[src/rtl/branch_resolve_unit.sv]
// EX-stage branch resolution: evaluates the RV32I branch condition, forms the target,
// checks it against the fetch-time prediction and keeps saturating predictor statistics.
module branch_resolve_unit #(
    parameter int XLEN       = 32,
    parameter int CNT_W      = 16,
    parameter int ILEN_BYTES = 4
) (
    input  logic             clk,
    input  logic             rst_n,
    input  logic             in_valid,
    input  logic             stall,
    input  logic             flush,
    input  logic             clr_stats,
    input  logic [2:0]       funct3,
    input  logic [XLEN-1:0]  rs1_data,
    input  logic [XLEN-1:0]  rs2_data,
    input  logic [XLEN-1:0]  pc,
    input  logic [XLEN-1:0]  imm,
    input  logic             pred_taken,
    input  logic [XLEN-1:0]  pred_target,
    output logic             out_valid,
    output logic             br_taken,
    output logic             br_eq,
    output logic             br_lt,
    output logic [XLEN-1:0]  br_target,
    output logic [XLEN-1:0]  redirect_pc,
    output logic             mispredict,
    output logic             illegal,
    output logic [CNT_W-1:0] br_count,
    output logic [CNT_W-1:0] mispred_count
);

    typedef struct packed {
        logic            valid;
        logic            taken;
        logic            eq;
        logic            lt;
        logic [XLEN-1:0] target;
        logic [XLEN-1:0] redirect;
        logic            misp;
        logic            ill;
    } brRes_t;

    localparam logic [CNT_W-1:0] CNT_MAX = '1;

    brRes_t nxt, res;
    logic   ltSigned, ltUnsigned, countEn;
    logic [XLEN-1:0] fallThru;

    always_comb begin
        nxt        = '0;
        ltSigned   = $signed(rs1_data) < $signed(rs2_data);
        ltUnsigned = rs1_data < rs2_data;
        fallThru   = pc + XLEN'(ILEN_BYTES);
        nxt.valid  = in_valid;
        nxt.eq     = (rs1_data == rs2_data);
        // funct3[1] selects unsigned compare for both BLTU/BGEU and the reserved codes
        nxt.lt     = !nxt.eq && (funct3[1] ? ltUnsigned : ltSigned);
        nxt.target = pc + imm;
        case (funct3)
            3'b000:  nxt.taken = nxt.eq;
            3'b001:  nxt.taken = !nxt.eq;
            3'b100:  nxt.taken = ltSigned;
            3'b101:  nxt.taken = !ltSigned;
            3'b110:  nxt.taken = ltUnsigned;
            3'b111:  nxt.taken = !ltUnsigned;
            default: nxt.ill   = 1'b1;
        endcase
        nxt.redirect = nxt.taken ? nxt.target : fallThru;
        nxt.misp     = in_valid && !nxt.ill &&
                       ((nxt.taken != pred_taken) ||
                        (nxt.taken && (pred_target != nxt.target)));
        nxt.ill      = nxt.ill && in_valid;
        countEn      = in_valid && !stall && !flush && !nxt.ill;
    end

    // Flush only kills the control bits; the datapath fields may stay stale.
    always_ff @(posedge clk or negedge rst_n) begin
        if (!rst_n) begin
            res <= '0;
        end else if (flush) begin
            res.valid <= 1'b0;
            res.misp  <= 1'b0;
            res.ill   <= 1'b0;
        end else if (!stall) begin
            res <= nxt;
        end
    end

    always_ff @(posedge clk or negedge rst_n) begin
        if (!rst_n) begin
            br_count      <= '0;
            mispred_count <= '0;
        end else if (clr_stats) begin
            br_count      <= '0;
            mispred_count <= '0;
        end else if (countEn) begin
            if (br_count != CNT_MAX)
                br_count <= br_count + 1'b1;
            if (nxt.misp && mispred_count != CNT_MAX)
                mispred_count <= mispred_count + 1'b1;
        end
    end

    assign out_valid   = res.valid;
    assign br_taken    = res.taken;
    assign br_eq       = res.eq;
    assign br_lt       = res.lt;
    assign br_target   = res.target;
    assign redirect_pc = res.redirect;
    assign mispredict  = res.misp;
    assign illegal     = res.ill;

endmodule

[config.mk]
export PLATFORM = sky130hd
export DESIGN_NAME = branch_resolve_unit
export DESIGN_NICKNAME = d
export VERILOG_FILES = /design/src/rtl/branch_resolve_unit.sv
export SDC_FILE = /design/constraint.sdc
export NUM_CORES = 1
export LEC_CHECK = 0
export BUFFER_PORTS_ARGS = -buffer_cell sky130_fd_sc_hd__buf_2
export CAP_MARGIN = 20
export CORE_UTILIZATION = 50
export CTS_CLUSTER_SIZE = 30
export DETAILED_ROUTE_END_ITERATION = 12
export PLACE_DENSITY = 0.76
export SYNTH_ARGS = -nofsm -noshare
export SYNTH_HDL_FRONTEND = slang
export SYNTH_SLANG_ARGS = --single-unit
[constraint.sdc]
create_clock -name clk -period 6.1 [get_ports clk]
set_input_delay 0.305 -clock clk [delete_from_list [all_inputs] [get_ports clk]]
set_output_delay 0.305 -clock clk [all_outputs]
set_load 0.01 [all_outputs]
==> impl_metrics.py <==
metrics = {
    "timing": {
        "slew-limit-headroom_pct": 40.2,
        "rsz0062_at_grt": "no",
        "setup_slack_ns": 1.78,
        "slew_violations": 0,
        "period_needed_ns": 4.32,
        "setup_viol": 0,
        "tightest_slew_ns": 0.897,
        "post-route-period-util_pct": 70.8,
        "final_hold_viol_count": 0,
        "clock_skew_ns": 0.00537,
        "setup-tns-final_ns": 0,
        "fmax_ghz": 0.232,
    },
    "placement": {
        "io_buffer_count": 271,
        "hpwl_um": 21800,
        "finalWeightedCongestion": 0.993,
        "place_ws_ns": 1.48,
    },
    "logic_synthesis": {
        "synth_xor_xnor_area_share_pct": 10.9,
        "synth_top_area_share_pct": 29.3,
        "synth-simple-area-share_pct": 22.6,
        "synthFlopType": "dfrtp_1",
        "synth_area_sq_mm": 0.00871,
        "yosysUniqueCellTypes": 78,
        "synth_top_family_by_area": "simple AND/OR/NAND/NOR gates",
        "ys_ff_latch": 102,
        "synth_fa_ha_area_share_pct": 9.71,
        "async_reset_ff_share_pct": 100,
        "syn_inst": 1084,
        "synth-warning-count": 0,
        "avgSynthCellArea_sq_um": 8.03,
        "synth-edff-count": 0,
        "synth_nets": 1321,
        "synth-compound-area-share_pct": 20.4,
        "yosysMostFrequentCell": "nand2_1",
        "synth_top_cells_by_area": "dfrtp_1, ha_1, nand2_1",
        "synth_seq_area_share_pct": 29.3,
        "post-synth-top-area-cell": "dfrtp_1",
        "muxShareOfSynthArea_pct": 2.63,
        "synthTopCellsByCount": "nand2_1, dfrtp_1, nor2_1",
    },
    "setup_path": {
        "crit_fanout": 28,
        "worstSetupPathType": "input pin to flip-flop",
        "r2r_start": "br_count[7]",
        "arrival_ns": 4.55,
        "r2r_setup_slack_ns": 3.38,
        "worstSetupStartpoint": "pc[0]",
        "reg2reg_depth": 9,
        "startpoint_type": "input pin",
        "rr_endpoint": "br_count[9]",
        "crit_path_end": "mispred_count[12]",
        "crit_path_end_kind": "flip-flop",
        "cp.required_ns": 6.33,
    },
    "floorplan": {
        "die_height_um": 134,
        "start_util_pct": 51.8,
        "num_io_pins": 272,
        "die_area_sq_mm": 0.0179,
        "design.core.area_sq_mm": 0.0168,
        "die_w_um": 134,
        "std_cell_rows": 47,
    },
    "cts": {
        "htree_levels": 3,
        "numCtsBuffers": 9,
        "cts.path.max_buffers": 2,
        "cts_setup_buffers": 0,
        "clockRootBuffer": "clkbuf_16",
        "cts_tree": "done",
        "clock_latency_ns": 0.34,
        "cts_hold_buf": 1,
        "cts.sinks": 102,
        "cts-resized-gates": 0,
        "clk_pin_slew_worst_paths_ns": 0.07,
    },
    "power_and_ir_drop": {
        "ir_drop_uv": 147,
        "powerDensity_mw_per_mm2": 216,
        "p_leak_nw": 5.11,
    },
    "routing": {
        "vias": 8900,
        "drtIter0Drc": 601,
        "drc": 0,
        "via_per_inst": 5.77,
        "dr.pass1.iters": 5,
        "wl_per_cell_um": 17.3,
        "final_antenna_net_count": 0,
        "totalWireLength_um": 26700,
    },
    "worst_hold_path": {
        "hp-class": "input pin to flip-flop",
        "min-delay-start": "flush",
    },
    "grt": {
        "grt_pass1_vias": 8163,
        "antenna_found_initial": 0,
        "grt_max_degree": 101,
        "grt_pass1_wl_um": 42300,
        "grtUsageTotal_pct": 30.0,
        "gr-total-overflow": 0,
    },
    "status": {
        "status": "finished clean",
    },
    "job": {
        "maxCapViolations": 0,
    },
    "finish": {
        "fill_cells": 1586,
        "syn2layout_area_growth_pct": 20.0,
        "multi_input_area_sq_mm": 0.00577,
        "final_nets": 1556,
        "n_antenna_cell": 0,
        "drive_gt1_share_pct": 24.2,
        "regArea_sq_mm": 0.00255,
    },
}
[state kept, by name, indices dropped and copies added, names as in the netlist]
signal / cells
redirect_pc: 32
illegal: 1
mispredict: 1
br_taken: 1
br_target: 32
br_lt: 1
mispred_count: 16
br_eq: 1
out_valid: 1
br_count: 16
[final cells by class]
| type | count | share of cell area (%) |
|---|---|---|
| Multi-Input combinational cell | 885 | 55.2 |
| Sequential cell | 102 | 24.4 |
| Timing Repair Buffer | 277 | 13.5 |
| Tap cell | 220 | 2.63 |
| Clock buffer | 10 | 2.29 |
| Inverter | 44 | 1.58 |
| Clock inverter | 5 | 0.407 |
[cell families after synthesis]
logic type               after synthesis
AND/OR/NAND/NOR                      416
AO/OA/AOI/OAI                        277
multiplexers                          20
flip-flops                           102
buffers and inverters                 97
adder cells (fa/ha/maj)               67
XOR/XNOR                             105
[layer usage]
metal / wire length (um) / global-route usage [%] / vias up / part of all wire, %
li1: - / - / 4329 / -
met1: 12100 / 42.9 / 4144 / 45
met2: 11700 / 45.2 / 370 / 44
met3: 2090 / 4.95 / 57 / 7.8
met4: 889 / 11.7 / 0 / 3.3
met5: 0 / 0 / - / 0
[layout by cell type, fill, tap and decap left out, drive strengths merged, types with 6 or more instances in the layout]
| cell type | synthesis | layout |
|---|---|---|
| buf | 11 | 276 |
| nand2 | 168 | 168 |
| dfrtp | 102 | 102 |
| nor2 | 91 | 91 |
| o21ai | 90 | 90 |
| a21oi | 72 | 72 |
| ha | 66 | 66 |
| xnor2 | 60 | 60 |
| inv | 44 | 46 |
| xor2 | 43 | 43 |
| nand3 | 35 | 35 |
| nand4 | 29 | 29 |
| a211oi | 17 | 17 |
| a21o | 16 | 16 |
| nor3 | 13 | 13 |
| and3 | 11 | 11 |
| mux2 | 11 | 11 |
| o211ai | 10 | 10 |
| a31oi | 10 | 10 |
| nand2b | 10 | 10 |
| clkbuf | 42 | 10 |
| mux2i | 9 | 9 |
| o31ai | 8 | 8 |
| nor4 | 8 | 8 |
| or4 | 8 | 8 |
| o21bai | 7 | 7 |
| nor2b | 7 | 7 |
| a221oi | 7 | 7 |
| and4 | 6 | 6 |
| or2 | 6 | 6 |
[power by group]
part	internal, W	switching [W]
clock	0.000291	0.000266
sequential	0.000770	0.0000496
combinational	0.000344	0.000533
total	0.00141	0.000849
[stage by stage]
stage | std cells | power (W) | hold WS, ns | area, sq um | util, %
6_report | 1543 | 0.00225 | 0.176 | 10400 | 62.1
5_1_grt | 1543 | 0.00239 | 0.160 | 10400 | 62.1
4_1_cts | 1543 | 0.00226 | 0.160 | 10400 | 62.1
3_5_place_dp | 1527 | 0.00170 | 0.323 | 10200 | 60.4
3_3_place_gp | 1527 | 0.00169 | 0.322 | 10200 | 60.4
2_1_floorplan | 1084 | 0.00135 | 0.00941 | 8710 | -
[how the worst min path moves through the flow]
stage                      to  slack [ns]  cells past startpoint
5_1_grt            mispredict        0.16                      2
2_1_floorplan     br_count[0]       0.009                      0
3_5_place_dp     br_target[1]        0.32                      1
4_1_cts            mispredict        0.16                      2
6_report           mispredict        0.18                      2
3_3_place_gp   redirect_pc[0]        0.32                      1
[critical path, stage by stage]
cell and delay (ns):
buf_2 0.11, ha_1 0.23, fa_1 0.46, a211oi_2 0.23, o21ai_2 0.20, a211oi_4 0.47, o21ai_1 0.20, a31oi_1 0.31
xnor3_1 0.27, nor4_1 0.27, and4_1 0.21, and4_1 0.78, nor3_1 0.16, mux2_4 0.34
Power figures use the tool's default switching activity.
